[src/rtl/trigger_issue_stage_pkg.sv]
// rtl/trigger_issue_stage_pkg.sv - shared types and constants for the trigger issue stage
// Contents: issue_state_t interlock states, default index width, default predicate
// update latency and the drain counter width (wide enough for latencies 0..15).
package trigger_issue_stage_pkg;

   localparam int unsigned TIA_INSTRUCTION_INDEX_WIDTH  = 5;
   localparam int unsigned TIA_PREDICATE_UPDATE_LATENCY = 2;
   localparam int unsigned TIA_DRAIN_COUNT_WIDTH        = 4;

   typedef enum logic [1:0] {
      ISSUE_IDLE  = 2'd0,
      ISSUE_HOLD  = 2'd1,
      ISSUE_DRAIN = 2'd2
   } issue_state_t;

endpackage

[src/rtl/trigger_issue_saturating_counter.sv]
// rtl/trigger_issue_saturating_counter.sv - saturating event counter for issue statistics
// Ports: clock, reset_n (async active-low), inc_en (count this cycle),
//        count (COUNTER_WIDTH, sticks at all-ones).
module trigger_issue_saturating_counter #(
   parameter int unsigned COUNTER_WIDTH = 32
) (
   input  logic                     clock,
   input  logic                     reset_n,
   input  logic                     inc_en,
   output logic [COUNTER_WIDTH-1:0] count
);

   logic [COUNTER_WIDTH-1:0] count_q;
   logic [COUNTER_WIDTH-1:0] count_d;

   always_comb begin
      count_d = count_q;
      if (inc_en && (count_q != {COUNTER_WIDTH{1'b1}})) begin
         count_d = count_q + COUNTER_WIDTH'(1);
      end
   end

   always_ff @(posedge clock or negedge reset_n) begin
      if (!reset_n) begin
         count_q <= '0;
      end else begin
         count_q <= count_d;
      end
   end

   assign count = count_q;

endmodule

[src/rtl/trigger_issue_stage.sv]
// rtl/trigger_issue_stage.sv - registered issue stage with predicate-write interlock
// Ports: clock, reset_n (async active-low), enable, triggered_instruction_valid/index,
//        triggered_predicate_write, triggered_instruction_accepted (comb strobe),
//        issue_valid/issue_index/issue_ready (output handshake), issue_locked,
//        issue_count/stall_count (only with TIA_ISSUE_PERF_COUNTERS_EN).
// Macro: TIA_ISSUE_PERF_COUNTERS_EN enables the saturating performance counters.
module trigger_issue_stage
   import trigger_issue_stage_pkg::*;
#(
   parameter int unsigned INDEX_WIDTH              = TIA_INSTRUCTION_INDEX_WIDTH,
   parameter int unsigned PREDICATE_UPDATE_LATENCY = TIA_PREDICATE_UPDATE_LATENCY,
   parameter int unsigned COUNTER_WIDTH            = 32
) (
   input  logic                     clock,
   input  logic                     reset_n,
   input  logic                     enable,
   input  logic                     triggered_instruction_valid,
   input  logic [INDEX_WIDTH-1:0]   triggered_instruction_index,
   input  logic                     triggered_predicate_write,
   output logic                     triggered_instruction_accepted,
   output logic                     issue_valid,
   output logic [INDEX_WIDTH-1:0]   issue_index,
   input  logic                     issue_ready,
`ifdef TIA_ISSUE_PERF_COUNTERS_EN
   output logic [COUNTER_WIDTH-1:0] issue_count,
   output logic [COUNTER_WIDTH-1:0] stall_count,
`endif
   output logic                     issue_locked
);

   localparam logic [TIA_DRAIN_COUNT_WIDTH-1:0] DRAIN_LOAD =
      TIA_DRAIN_COUNT_WIDTH'(PREDICATE_UPDATE_LATENCY);

   issue_state_t                     state_q, state_d;
   logic [TIA_DRAIN_COUNT_WIDTH-1:0] drain_count_q, drain_count_d;
   logic                             issue_valid_q, issue_valid_d;
   logic [INDEX_WIDTH-1:0]           issue_index_q, issue_index_d;
   logic                             issue_locked_q, issue_locked_d;

   logic accept;
   logic handshake;

   // reset_n gates the strobe so the channel logic never sees a take during reset.
   assign accept = reset_n & enable & triggered_instruction_valid & ~issue_locked_q &
                   (~issue_valid_q | issue_ready);
   assign handshake = issue_valid_q & issue_ready;

   always_comb begin
      issue_valid_d = issue_valid_q;
      issue_index_d = issue_index_q;
      if (accept) begin
         issue_valid_d = 1'b1;
         issue_index_d = triggered_instruction_index;
      end else if (handshake) begin
         issue_valid_d = 1'b0;
      end
   end

   always_comb begin
      state_d       = state_q;
      drain_count_d = drain_count_q;
      case (state_q)
         ISSUE_IDLE: begin
            if (accept && triggered_predicate_write) begin
               state_d = ISSUE_HOLD;
            end
         end
         ISSUE_HOLD: begin
            // The predicate writer is the only thing in the output register here.
            if (handshake) begin
               if (PREDICATE_UPDATE_LATENCY == 0) begin
                  state_d = ISSUE_IDLE;
               end else begin
                  state_d       = ISSUE_DRAIN;
                  drain_count_d = DRAIN_LOAD;
               end
            end
         end
         ISSUE_DRAIN: begin
            if (drain_count_q != '0) begin
               drain_count_d = drain_count_q - TIA_DRAIN_COUNT_WIDTH'(1);
            end
            if (drain_count_q <= TIA_DRAIN_COUNT_WIDTH'(1)) begin
               state_d = ISSUE_IDLE;
            end
         end
         default: begin
            state_d       = ISSUE_IDLE;
            drain_count_d = '0;
         end
      endcase
      issue_locked_d = (state_d != ISSUE_IDLE);
   end

   always_ff @(posedge clock or negedge reset_n) begin
      if (!reset_n) begin
         state_q        <= ISSUE_IDLE;
         drain_count_q  <= '0;
         issue_valid_q  <= 1'b0;
         issue_index_q  <= '0;
         issue_locked_q <= 1'b0;
      end else begin
         state_q        <= state_d;
         drain_count_q  <= drain_count_d;
         issue_valid_q  <= issue_valid_d;
         issue_index_q  <= issue_index_d;
         issue_locked_q <= issue_locked_d;
      end
   end

   assign triggered_instruction_accepted = accept;
   assign issue_valid                    = issue_valid_q;
   assign issue_index                    = issue_index_q;
   assign issue_locked                   = issue_locked_q;

`ifdef TIA_ISSUE_PERF_COUNTERS_EN
   logic stall_event;
   assign stall_event = enable & triggered_instruction_valid & ~accept;

   trigger_issue_saturating_counter #(
      .COUNTER_WIDTH (COUNTER_WIDTH)
   ) u_issue_counter (
      .clock   (clock),
      .reset_n (reset_n),
      .inc_en  (handshake),
      .count   (issue_count)
   );

   trigger_issue_saturating_counter #(
      .COUNTER_WIDTH (COUNTER_WIDTH)
   ) u_stall_counter (
      .clock   (clock),
      .reset_n (reset_n),
      .inc_en  (stall_event),
      .count   (stall_count)
   );
`endif

endmodule

[config.mk]
export PLATFORM = sky130hd
export DESIGN_NAME = trigger_issue_stage
export DESIGN_NICKNAME = d
export VERILOG_FILES = /design/src/rtl/trigger_issue_stage_pkg.sv /design/src/rtl/trigger_issue_saturating_counter.sv /design/src/rtl/trigger_issue_stage.sv
export SDC_FILE = /design/constraint.sdc
export NUM_CORES = 1
export LEC_CHECK = 0
export BUFFER_PORTS_ARGS = -buffer_cell sky130_fd_sc_hd__clkbuf_2
export CAP_MARGIN = 25
export CORE_MARGIN = 3
export CORE_UTILIZATION = 53
export CTS_BUF_LIST = sky130_fd_sc_hd__clkbuf_8
export DETAILED_ROUTE_END_ITERATION = 8
export PLACE_DENSITY_LB_ADDON = 0.25
export SLEW_MARGIN = 15
export SYNTH_ARGS = -nofsm -noshare
export SYNTH_HDL_FRONTEND = slang
export SYNTH_SLANG_ARGS = --single-unit
[constraint.sdc]
create_clock -name clock -period 2.31 [get_ports clock]
set_input_delay 0.3465 -clock clock [delete_from_list [all_inputs] [get_ports clock]]
set_output_delay 0.3465 -clock clock [all_outputs]
set_load 0.01 [all_outputs]
Word level (Yosys, flattened, before mapping)
Index checks and enable logic that the tools add are counted.

cells by class
  add/subtract/negate cells = 1
  order comparisons = 1
  equal/unequal tests = 4
  muxes and demuxes = 9
  bitwise gates (word level) = 9
  reductions and logical operators = 6

operators by type and width
  operator               number
  $pmux W4 S3            1
  $mux W4                2
  $mux W2                3
  $pmux W2 S3            1
  $and A1 B1 Y1          5
  $le A4 B1 Y1 const B   1
  $ne A2 B2 Y1 const B   2
  $reduce_bool A2 Y1     2
  $reduce_bool A4 Y1     1
  $sub A4 B1 Y4 const B  1
  $not A1 Y1             3
  $reduce_and A3 Y1      1
  $eq A2 B1 Y1 const B   1
  $eq A2 B2 Y1 const B   1
  $logic_not A2 Y1       1
  $mux W1                2
  $logic_and A1 B1 Y1    1
  $or A1 B1 Y1           1

word-level totals
  flip-flop bits (word level) = 13

Depth between registers and ports, before layout
Gate-level depths: netlist (run 1).

  word-level depth = 8
  depth in mapped cells = 6
  gate-level depth less buffers = 6

Least setup slack after synthesis (run 1)
Ideal clock, no wire load.

  path type = reg-to-reg
  from = register state_q[0]
  to = register issue_locked_q (netlist: issue_locked)
  library setup time = 0.065 ns
  data arrival time = 1.636 ns
  setup slack = 0.609 ns
  cell stages (with the launch flop) = 7
  cells stage by stage = dfrtp_1 -> inv_1 -> ha_1 -> inv_2 -> or4_4 -> a221oi_4 -> or2_1

between the ends
  longest elaborated chain between the ends = 3
  elaborated cells between the ends (all ways) = 8

RTL lines
  item                                  RTL line                    RTL
  start, declared                       trigger_issue_stage.sv:34   issue_state_t state_q, state_d;
  start signal, assigned                trigger_issue_stage.sv:103  state_q <= state_d;
  $eq A2 B2 Y1 (tied with other cells)  trigger_issue_stage.sv:62   case (state_q)
  $pmux W2 S3 *                         trigger_issue_stage.sv:62
  net state_d[0]                        trigger_issue_stage.sv:34
  $reduce_bool A2 Y1 *                  trigger_issue_stage.sv:92   issue_locked_d = (state_d != ISSUE_IDLE);
  net issue_locked_d                    trigger_issue_stage.sv:38   logic issue_locked_q, issue_locked_d;
  end signal, assigned                  trigger_issue_stage.sv:107  issue_locked_q <= issue_locked_d;
  end, declared                         trigger_issue_stage.sv:38

Mark *: on every way through the listed nets, which the timed path passes. The rest lies on a longest branch.
A chain may end at the register's enable or synchronous reset.

Worst setup path in the final report (run 1)
  from = register issue_locked_q (netlist: issue_locked)
  to = output port triggered_instruction_accepted

between the ends
  longest elaborated chain between the ends = 3

RTL lines
  item                         RTL line                   RTL
  $not A1 Y1                   trigger_issue_stage.sv:44  assign accept = reset_n & enable & triggered_instruction_valid & ~issue_locked_q &
  $and A1 B1 Y1 (2 in series)  trigger_issue_stage.sv:44
  end, declared                trigger_issue_stage.sv:20  output logic triggered_instruction_accepted,

Every way passes these cells.

==> impl_results.md, run 1 <==
- Share of post-route cells with drive strength above 1: 38.2%
- # fillers: 81
- Syn. warnings: 0
- Synth area leaders: dfrtp_1 44%, ha_1 12%, mux2_2 7.6%
- Crit path to: triggered_instruction_accepted
- CTS tree: yes
- CTS buffer count: 3
- HPWL Detailed: 1280 um
- Worst path slowest cell: nor2_1
- Worst setup startpoint: issue_locked
- Area grow syn2layout: 22.8%
- Crit path capture type: output pin
- Skew final: 0.00640 ns
- Wire per inst: 16.3 um
- CORE AREA: 1200 um^2
- Yosys cell types: 27
- Clock root buffer master: clkbuf_8
- TritonRoute pass-1 iters: 4
- Pwr dens: 1220 nW/um^2
- Die span in x: 43.4 um
- GRT met3 Usage: 9.96%
- End of the worst register-to-register path: issue_locked
- RSZ-0062 raised after global routing: no
- Multi-input logic area: 388 um^2
- GR Util met2: 33.3%
- Startpoint Class: register
- Crit share post-route: 80.7%
- Most frequent cells in the layout: 18 x clkbuf_2, 13 x dfrtp_1, 7 x ha_1
- Row count: 12
- Maximum vdd ir drop: 0.000846 V
- Hold crit path type: in2async
- Total number of vias: 612
- Total track usage: 20.6%
- Die area: 1880 um^2
- Initial antenna violation count: 0
- FF-to-FF setup slack: 0.48 ns
- Leak: 0.000464 uW
- Mapped Cells: 65
- Number of global-route vias before repair: 623
- Crit path max fanout: 6
- Final setup viols: 0
- # hold bufs at CTS: 0
- Worst-path clk slew: 0.06 ns
- Worst Path Arrival: 1.52 ns
- Mapped Area: 739 um^2
- Clock Path Buffers: 2
- Largest area contributor in the netlist: dfrtp_1
- Synth top area share: 44.0%
- Seq/Total Area, Yosys: 44.0%
- Tmin final: 1.86 ns
- Critical path, cell by cell: nand4b_4 -> nor2_1 -> clkbuf_2
- Met1 Usage GRT: 21.4%
- GR Overflow Total: 0
- Slew Limit Fails: 0
- Largest net degree at the start of global routing: 14
- Worst hold slack: 0.0709 ns
- Routed WL: 1680 um
- Status: finished clean
- ANT nets after route: 0
- Reg2reg start: state_q[0]
- Post-CTS setup buffers: 0
- GRT busiest layer: met2
- Final nets: 108
- Hold Vio Cnt, Final: 0
- Resize count post-CTS: 0
- Drt drc: 0
- Yosys reg bits: 13
- Port-buffer cells: 18
- Max Cap Viol: 0
- Post-Syn Nets: 83
- Ports: 19
- H-tree depth: 1
- Final TNS setup: 0 ns
- Chip height: 43.4 um
- Peak Freq: 0.536 GHz
- Mean post-synth cell area: 11.4 um^2
- Initial Util: 61.6%
- CP max stage delay: 0.48 ns
- Critical path class: reg2out
- Worst skew pair latency: 0.25 ns
- FF-to-FF path depth: 6
- Commonest non-fill, non-tap cell in the layout: clkbuf_2
- Rel. slew slack: 61.8%
- Clk sinks: 13
- Reg area: 325 um^2
- RePlAce Congestion: 0.859
- Iter 0 DRT Violations: 5
- Worst-Margin Slew: 0.571 ns
- First-pass GRT wire length: 2770 um
- Vias per inst: 5.94
- # diodes: 0
- Worst EP required: 1.96 ns
## kinds of logic after synthesis
family	Yosys count	synth area share, %
mux	5	7.61
simple gates	18	15.6
flops	13	44.0
buf+inv	7	3.55
fa+ha+maj	7	11.8
compound gates	15	17.4
## cells in the mapped netlist
| cell | instances |
|---|---|
| o211ai_1 | 1 |
| a21boi_0 | 1 |
| ha_1 | 7 |
| dfrtp_1 | 13 |
| nor3_1 | 1 |
| o21ai_1 | 1 |
| mux2_2 | 5 |
| a22o_1 | 1 |
| a311oi_2 | 1 |
| nand2_1 | 3 |
| o31ai_1 | 1 |
| a31oi_1 | 1 |
| a221oi_4 | 1 |
| or3_1 | 1 |
| nand3_1 | 2 |
| nor3b_1 | 1 |
| nand4b_4 | 1 |
| a21o_1 | 1 |
| nor2_1 | 4 |
| or2_1 | 1 |
| inv_2 | 1 |
| or4_4 | 1 |
| nand4_1 | 1 |
| inv_1 | 6 |
| o21ai_0 | 4 |
| o311ai_0 | 2 |
| nor2b_1 | 2 |
## per-stage QoR
stage / worst slack (ns) / instances / utilization (%) / total power [uW] / instance area (um^2)
2_1_floorplan: 0.609 / 65 / - / 717 / 739
3_3_place_gp: 0.555 / 99 / 71.8 / 866 / 862
3_5_place_dp: 0.503 / 99 / 71.8 / 899 / 862
4_1_cts: 0.444 / 103 / 75.6 / 1120 / 908
5_1_grt: 0.368 / 103 / 75.6 / 1200 / 908
6_report: 0.445 / 103 / 75.6 / 1110 / 908
## power by group
part	switching [uW]	total [uW]	internal, uW
clock network	86.3	205	119
registers	60.5	371	310
logic	297	534	237
total	443	1110	667
## flip-flops by register name, summed over array words and instances (netlist names)
signal,count
drain_count_q,4
state_q,2
issue_locked,1
issue_index,5
issue_valid,1
## how the worst min path moves through the flow
stage	start	end	cells past startpoint
global route	reset_n	issue_valid	2
CTS	reset_n	issue_valid	2
detailed placement	reset_n	issue_valid	2
floorplan	reset_n	drain_count_q[0]	0
global placement	reset_n	issue_valid	2
finish	reset_n	issue_valid	2
## layout make-up
cell class	instances	area share (%)
clock inverter	1	0.551
multi-input combinational	45	42.7
tap	14	1.93
timing repair buffer	20	11.6
sequential	13	35.8
clock buffer	3	4.55
inverter	7	2.89
## critical path, delay by kind of cell, from the launching register on
family	cells	cell delay (ns)
and+or+nand+nor	2	0.66
DFF	1	0.37
buffers and inverters	1	0.24
## layer usage
| metal | vias up | part of all wire [%] |
|---|---|---|
| met5 | - | 0 |
| met2 | 25 | 49 |
| met3 | 10 | 6.6 |
| li1 | 283 | - |
| met1 | 294 | 40 |
| met4 | 0 | 4.4 |
No activity file was read; power rests on OpenSTA's default activity.
==> run 2, diff against run 1 <==
Clock period 2.31 ns to 1.9 ns, I/O delays scaled along.
==> run 2 against run 1 <==
Sequential share of layout area is 0.24 points lower. Highest routed layer unchanged. First-iteration DRC count stayed put. Largest power group unchanged. Flip-flop and latch count stayed put. Clock power up 14%. Worst setup slack got worse by 0.33 ns.
==> impl_results.md, run 2 (synthesis results as in run 1) <==
- Worst-path clk slew: 0.05 ns (about the same)
- Delay-heaviest family, CP: simple AND/OR/NAND/NOR gates
- Placed inst area: 870 um^2 (+0.87%)
- Maximum vdd ir drop: 0.000945 V (+12%)
- FF-to-FF path depth: 6 (unchanged)
- Die span in x: 43.4 um (unchanged)
- Final nets: 109 (+0.93%)
- # fillers: 98 (+21%)
- # diodes: 0 (unchanged)
- Crit path capture type: register
- Hold Vio Cnt, Final: 0 (unchanged)
- Worst EP required: 2.08 ns (+0.12 ns)
- CP max stage delay: 0.52 ns (+0.04 ns)
- Post-CTS setup buffers: 0 (unchanged)
- Tmin final: 1.79 ns
- Rel. slew slack: 69.6% (+7.8 points)
- Total track usage: 19.0% (-1.6 points)
- Final cell count without fillers: 104 (+0.97%)
- Final TNS setup: 0 ns (unchanged)
- Worst Path Arrival: 1.97 ns (+0.45 ns)
- Routed WL: 1540 um (-8.0%)
- Iter 0 DRT Violations: 5 (unchanged)
- Wire per inst: 14.8 um (-8.9%)
- Row count: 12 (unchanged)
- CTS buffer count: 3 (unchanged)
- Vias per inst: 5.60 (-5.8%)
- Commonest non-fill, non-tap cell in the layout: clkbuf_2
- Reg area: 325 um^2 (unchanged)
- Reg2reg start: state_q[1]
- Worst-Margin Slew: 0.455 ns (-0.116 ns)
- RePlAce Congestion: 0.754 (-12%)
- RSZ-0062 raised after global routing: no
- Worst path slowest cell: or4_4
- Worst hold slack: 0.0316 ns (-0.0393 ns)
- GR Overflow Total: 0 (unchanged)
- First-pass GRT wire length: 2600 um (-6.2%)
- Clock root buffer master: clkbuf_8
- Resize count post-CTS: 0 (unchanged)
- Skew final: 0.000404 ns (-0.00600 ns)
- Initial antenna violation count: 0 (unchanged)
- Status: finished clean
- Clock Path Buffers: 2 (unchanged)
- Total power: 1340 uW (+21%)
- Leak: 0.000469 uW (+1.2%)
- CORE AREA: 1200 um^2 (unchanged)
- Max Cap Viol: 0 (unchanged)
- Largest net degree at the start of global routing: 14 (unchanged)
- Hold crit path type: in2async
- Placed Cells: 100 (+1.0%)
- Critical path class: reg2reg
- Crit path max fanout: 6 (unchanged)
- End of the worst register-to-register path: issue_locked
- Critical path, cell by cell: inv_1 -> ha_1 -> inv_2 -> or4_4 -> a221oi_4 -> or2_1
- # hold bufs at CTS: 0 (unchanged)
- Die area: 1880 um^2 (unchanged)
- H-tree depth: 1 (unchanged)
- HPWL Detailed: 1250 um (-2.3%)
- Chip height: 43.4 um (unchanged)
- Peak Freq: 0.559 GHz
- ANT nets after route: 0 (unchanged)
- Total number of vias: 582 (-4.9%)
- Clk sinks: 13 (unchanged)
- TritonRoute pass-1 iters: 4 (unchanged)
- Max reg flops: 5 (unchanged)
- Worst Path Buf+Inv: 2 (+1)
- Area grow syn2layout: 23.7%
- Design area: 915 um^2 (+0.69%)
- Initial Util: 61.6% (unchanged)
- Worst skew pair latency: 0.24 ns (about the same)
- Final setup viols: 0 (unchanged)
- Share of post-route cells with drive strength above 1: 37.8% (-0.42 points)
- Drt drc: 0 (unchanged)
- Most frequent cells in the layout: 18 x clkbuf_2, 13 x dfrtp_1, 7 x inv_1, 7 x ha_1, 5 x mux2_2
- CTS tree: yes
- Startpoint Class: register
- Ports: 19 (unchanged)
- Slew Limit Fails: 0 (unchanged)
- FF-to-FF setup slack: 0.11 ns (-0.37 ns)
- Port-buffer cells: 18 (unchanged)
- Pwr dens: 1460 nW/um^2 (+20%)
- Multi-input logic area: 388 um^2 (unchanged)
- Crit share post-route: 94.2%
- Number of global-route vias before repair: 636 (+2.1%)
[run 2: changes by cell type in the layout (fill, tap and decap cells not counted)]
| cell | before | now |
|---|---|---|
| buf_4 | 2 | 3 |
| clkinv_2 | 1 | 0 |
| inv_1 | 6 | 7 |
[run 2: worst max-delay path by stage]
stage                             endpoint       start  slack, ns  depth (start not counted)
after detailed placement      issue_locked  state_q[1]       0.14                          6
after floorplan               issue_locked  state_q[0]       0.20                          6
after CTS                     issue_locked  state_q[1]       0.11                          6
final                         issue_locked  state_q[1]       0.11                          6
after global placement        issue_locked  state_q[1]       0.19                          6
after global routing      drain_count_q[1]  state_q[1]       0.01                          7
[run 2: per-stage QoR]
step / setup WS [ns] / utilization (%)
after floorplan: 0.199 / -
after global placement: 0.195 / 72.4
after detailed placement: 0.136 / 72.4
after CTS: 0.112 / 76.1
after global routing: 0.0110 / 76.1
final: 0.111 / 76.1
[run 2: area by class of cell]
type | count | area share [%]
Timing Repair Buffer | 21 | 12.3
Clock inverter | 1 | 0.410
Multi-Input combinational cell | 45 | 42.4
Tap cell | 14 | 1.92
Sequential cell | 13 | 35.6
Clock buffer | 3 | 4.51
Inverter | 7 | 2.87
[run 2: routing by layer]
metal  vias up  GRT usage, %  wire length [um]
met5         -             0                 0
met4         0          5.42                21
met3         2          7.88               103
met2        20          36.0               847
met1       277          18.5               570
li1        283             -                 -
[run 2: where the power goes]
part | total (uW) | internal [uW] | switching (uW) | leakage [uW]
clock | 234 | 142 | 92.2 | 0.0000269
sequential | 453 | 377 | 75.4 | 0.000168
combinational | 650 | 301 | 349 | 0.000275
total | 1340 | 821 | 517 | 0.000469
[run 2: worst register-to-register path: cells and delay by family (launching register included)]
family / cells / cell delay [ns]
AO/OA/AOI/OAI: 1 / 0.23
AND/OR/NAND/NOR: 2 / 0.65
adder cells (fa/ha/maj): 1 / 0.27
buffers and inverters: 2 / 0.14
flip-flops: 1 / 0.43
==> run 3, diff against run 2 <==
Settings changed: CTS_BUF_LIST sky130_fd_sc_hd__clkbuf_8 to sky130_fd_sc_hd__clkbuf_2 sky130_fd_sc_hd__clkbuf_4 sky130_fd_sc_hd__clkbuf_8.
==> run 3 against run 2 <==
Critical path depth is the same. Clock-buffer cell count up 1. Global-route usage shrank 0.69 points. Routed wire length fell by 2.5%. Total power decreased by 4.3%. Clock skew is essentially flat.
==> impl_results.md, run 3 (synthesis results as in run 1) <==
- Row count: 12 (unchanged)
- Skew final: 0.000582 ns (+0.000178 ns)
- Startpoint Class: register
- Max Cap Viol: 0 (unchanged)
- Worst Path Arrival: 2.01 ns (+0.04 ns)
- Ports: 19 (unchanged)
- Tmin final: 1.79 ns (+0.00317 ns)
- Worst-Margin Slew: 0.438 ns (-0.0163 ns)
- RSZ-0062 raised after global routing: yes
- Final cell count without fillers: 105 (+0.96%)
- Crit share post-route: 94.3% (+0.17 points)
- Clock Path Buffers: 2 (unchanged)
- Pwr dens: 1410 nW/um^2 (-3.8%)
- Die area: 1880 um^2 (unchanged)
- Final TNS setup: 0 ns (unchanged)
- TritonRoute pass-1 iters: 4 (unchanged)
- Clock root buffer master: clkbuf_4
- Initial Util: 61.6% (unchanged)
- Post-CTS setup buffers: 0 (unchanged)
- Worst-path clk slew: 0.07 ns (+0.02 ns)
- Critical path class: reg2reg
- Peak Freq: 0.558 GHz (-0.18%)
- Status: finished clean
- Total track usage: 18.3% (-0.69 points)
- Placed inst area: 870 um^2 (unchanged)
- Iter 0 DRT Violations: 10 (+5)
- HPWL Detailed: 1250 um (unchanged)
- Max reg flops: 5 (unchanged)
- GR Overflow Total: 0 (unchanged)
- RePlAce Congestion: 0.754 (unchanged)
- Area grow syn2layout: 23.0%
- Worst EP required: 2.11 ns (+0.03 ns)
- Wire per inst: 14.3 um (-3.5%)
- Worst hold slack: 0.245 ns (+0.213 ns)
- CTS buffer count: 3 (unchanged)
- Routed WL: 1500 um (-2.5%)
- Hold Vio Cnt, Final: 0 (unchanged)
- Vias per inst: 5.59 (-0.10%)
- Chip height: 43.4 um (unchanged)
- Die span in x: 43.4 um (unchanged)
- Final setup viols: 0 (unchanged)
- Worst skew pair latency: 0.27 ns (+0.03 ns)
- Hold crit path type: in2reg
- CORE AREA: 1200 um^2 (unchanged)
- Largest net degree at the start of global routing: 14 (unchanged)
- Port-buffer cells: 18 (unchanged)
- Most frequent cells in the layout: 18 x clkbuf_2, 13 x dfrtp_1, 7 x ha_1
- First-pass GRT wire length: 2550 um (-1.8%)
- Maximum vdd ir drop: 0.000914 V (-3.3%)
- ANT nets after route: 0 (unchanged)
- Crit path max fanout: 6 (unchanged)
- Crit path capture type: register
- Commonest non-fill, non-tap cell in the layout: clkbuf_2
- # diodes: 0 (unchanged)
- Drt drc: 0 (unchanged)
- Placed Cells: 100 (unchanged)
- Final nets: 110 (+0.92%)
- Total number of vias: 587 (+0.86%)
- CTS tree: yes
- Leak: 0.000465 uW (-0.92%)
- Slew Limit Fails: 0 (unchanged)
- Clk sinks: 13 (unchanged)
- Design area: 910 um^2 (-0.55%)
- Rel. slew slack: 70.7% (+1.1 points)
- Number of global-route vias before repair: 652 (+2.5%)
- H-tree depth: 1 (unchanged)
- Share of post-route cells with drive strength above 1: 38.5% (+0.68 points)
- Initial antenna violation count: 0 (unchanged)
==> run 3: through the flow <==
stage	util (%)	total power, uW	setup slack (ns)
after floorplan	-	872	0.199
after global placement	72.4	1070	0.195
after detailed placement	72.4	1110	0.136
after CTS	75.7	1290	0.113
after global routing	75.7	1390	-0.000860
final	75.7	1280	0.108
==> run 3: worst max-delay path: stages, from the launching register on <==
cell	delay [ns]
dfrtp_1	0.44
inv_1	0.10
ha_1	0.27
inv_2	0.04
or4_4	0.52
a221oi_4	0.23
or2_1	0.13
==> run 3: repair_timing <==
item,in CTS,in global routing
endpoints found under the hold margin,13,0
hold buffers,1,0
endpoints found under the setup margin,0,1
resized for setup,0,0
==> run 3: layout make-up <==
class | instances | area (um^2)
Sequential cell | 13 | 325
Clock buffer | 4 | 30.0
Multi-Input combinational cell | 45 | 388
Inverter | 7 | 26.3
Timing Repair Buffer | 22 | 123
Tap cell | 14 | 17.5
Fill cell | 103 | 292
==> run 3: final timing paths <==
check / start / to / slack (ns) / cells after the start
min in group asynchronous: reset_n / issue_locked / 0.54 / 3
min: triggered_instruction_index[3] / issue_index[3] / 0.24 / 2
max reg2reg: state_q[1] / issue_locked / 0.11 / 6
max: state_q[1] / issue_locked / 0.11 / 6
max in group asynchronous: reset_n / issue_index[3] / 1.20 / 3
min reg2reg: issue_index[4] / issue_index[4] / 0.51 / 1
==> run 3: power by group <==
group	switching [uW]	internal (uW)	total, uW
registers	73.1	376	449
clock network	85.1	95.6	181
logic	347	302	650
==> run 3: routing by layer <==
| layer | global-route usage [%] | part of all wire, % | vias to the layer above |
|---|---|---|---|
| met4 | 3.61 | 1.4 | 0 |
| met1 | 16.7 | 37 | 281 |
| met2 | 36.6 | 55 | 20 |
| met5 | 0 | 0 | - |
| li1 | - | - | 284 |
| met3 | 7.88 | 6.0 | 2 |
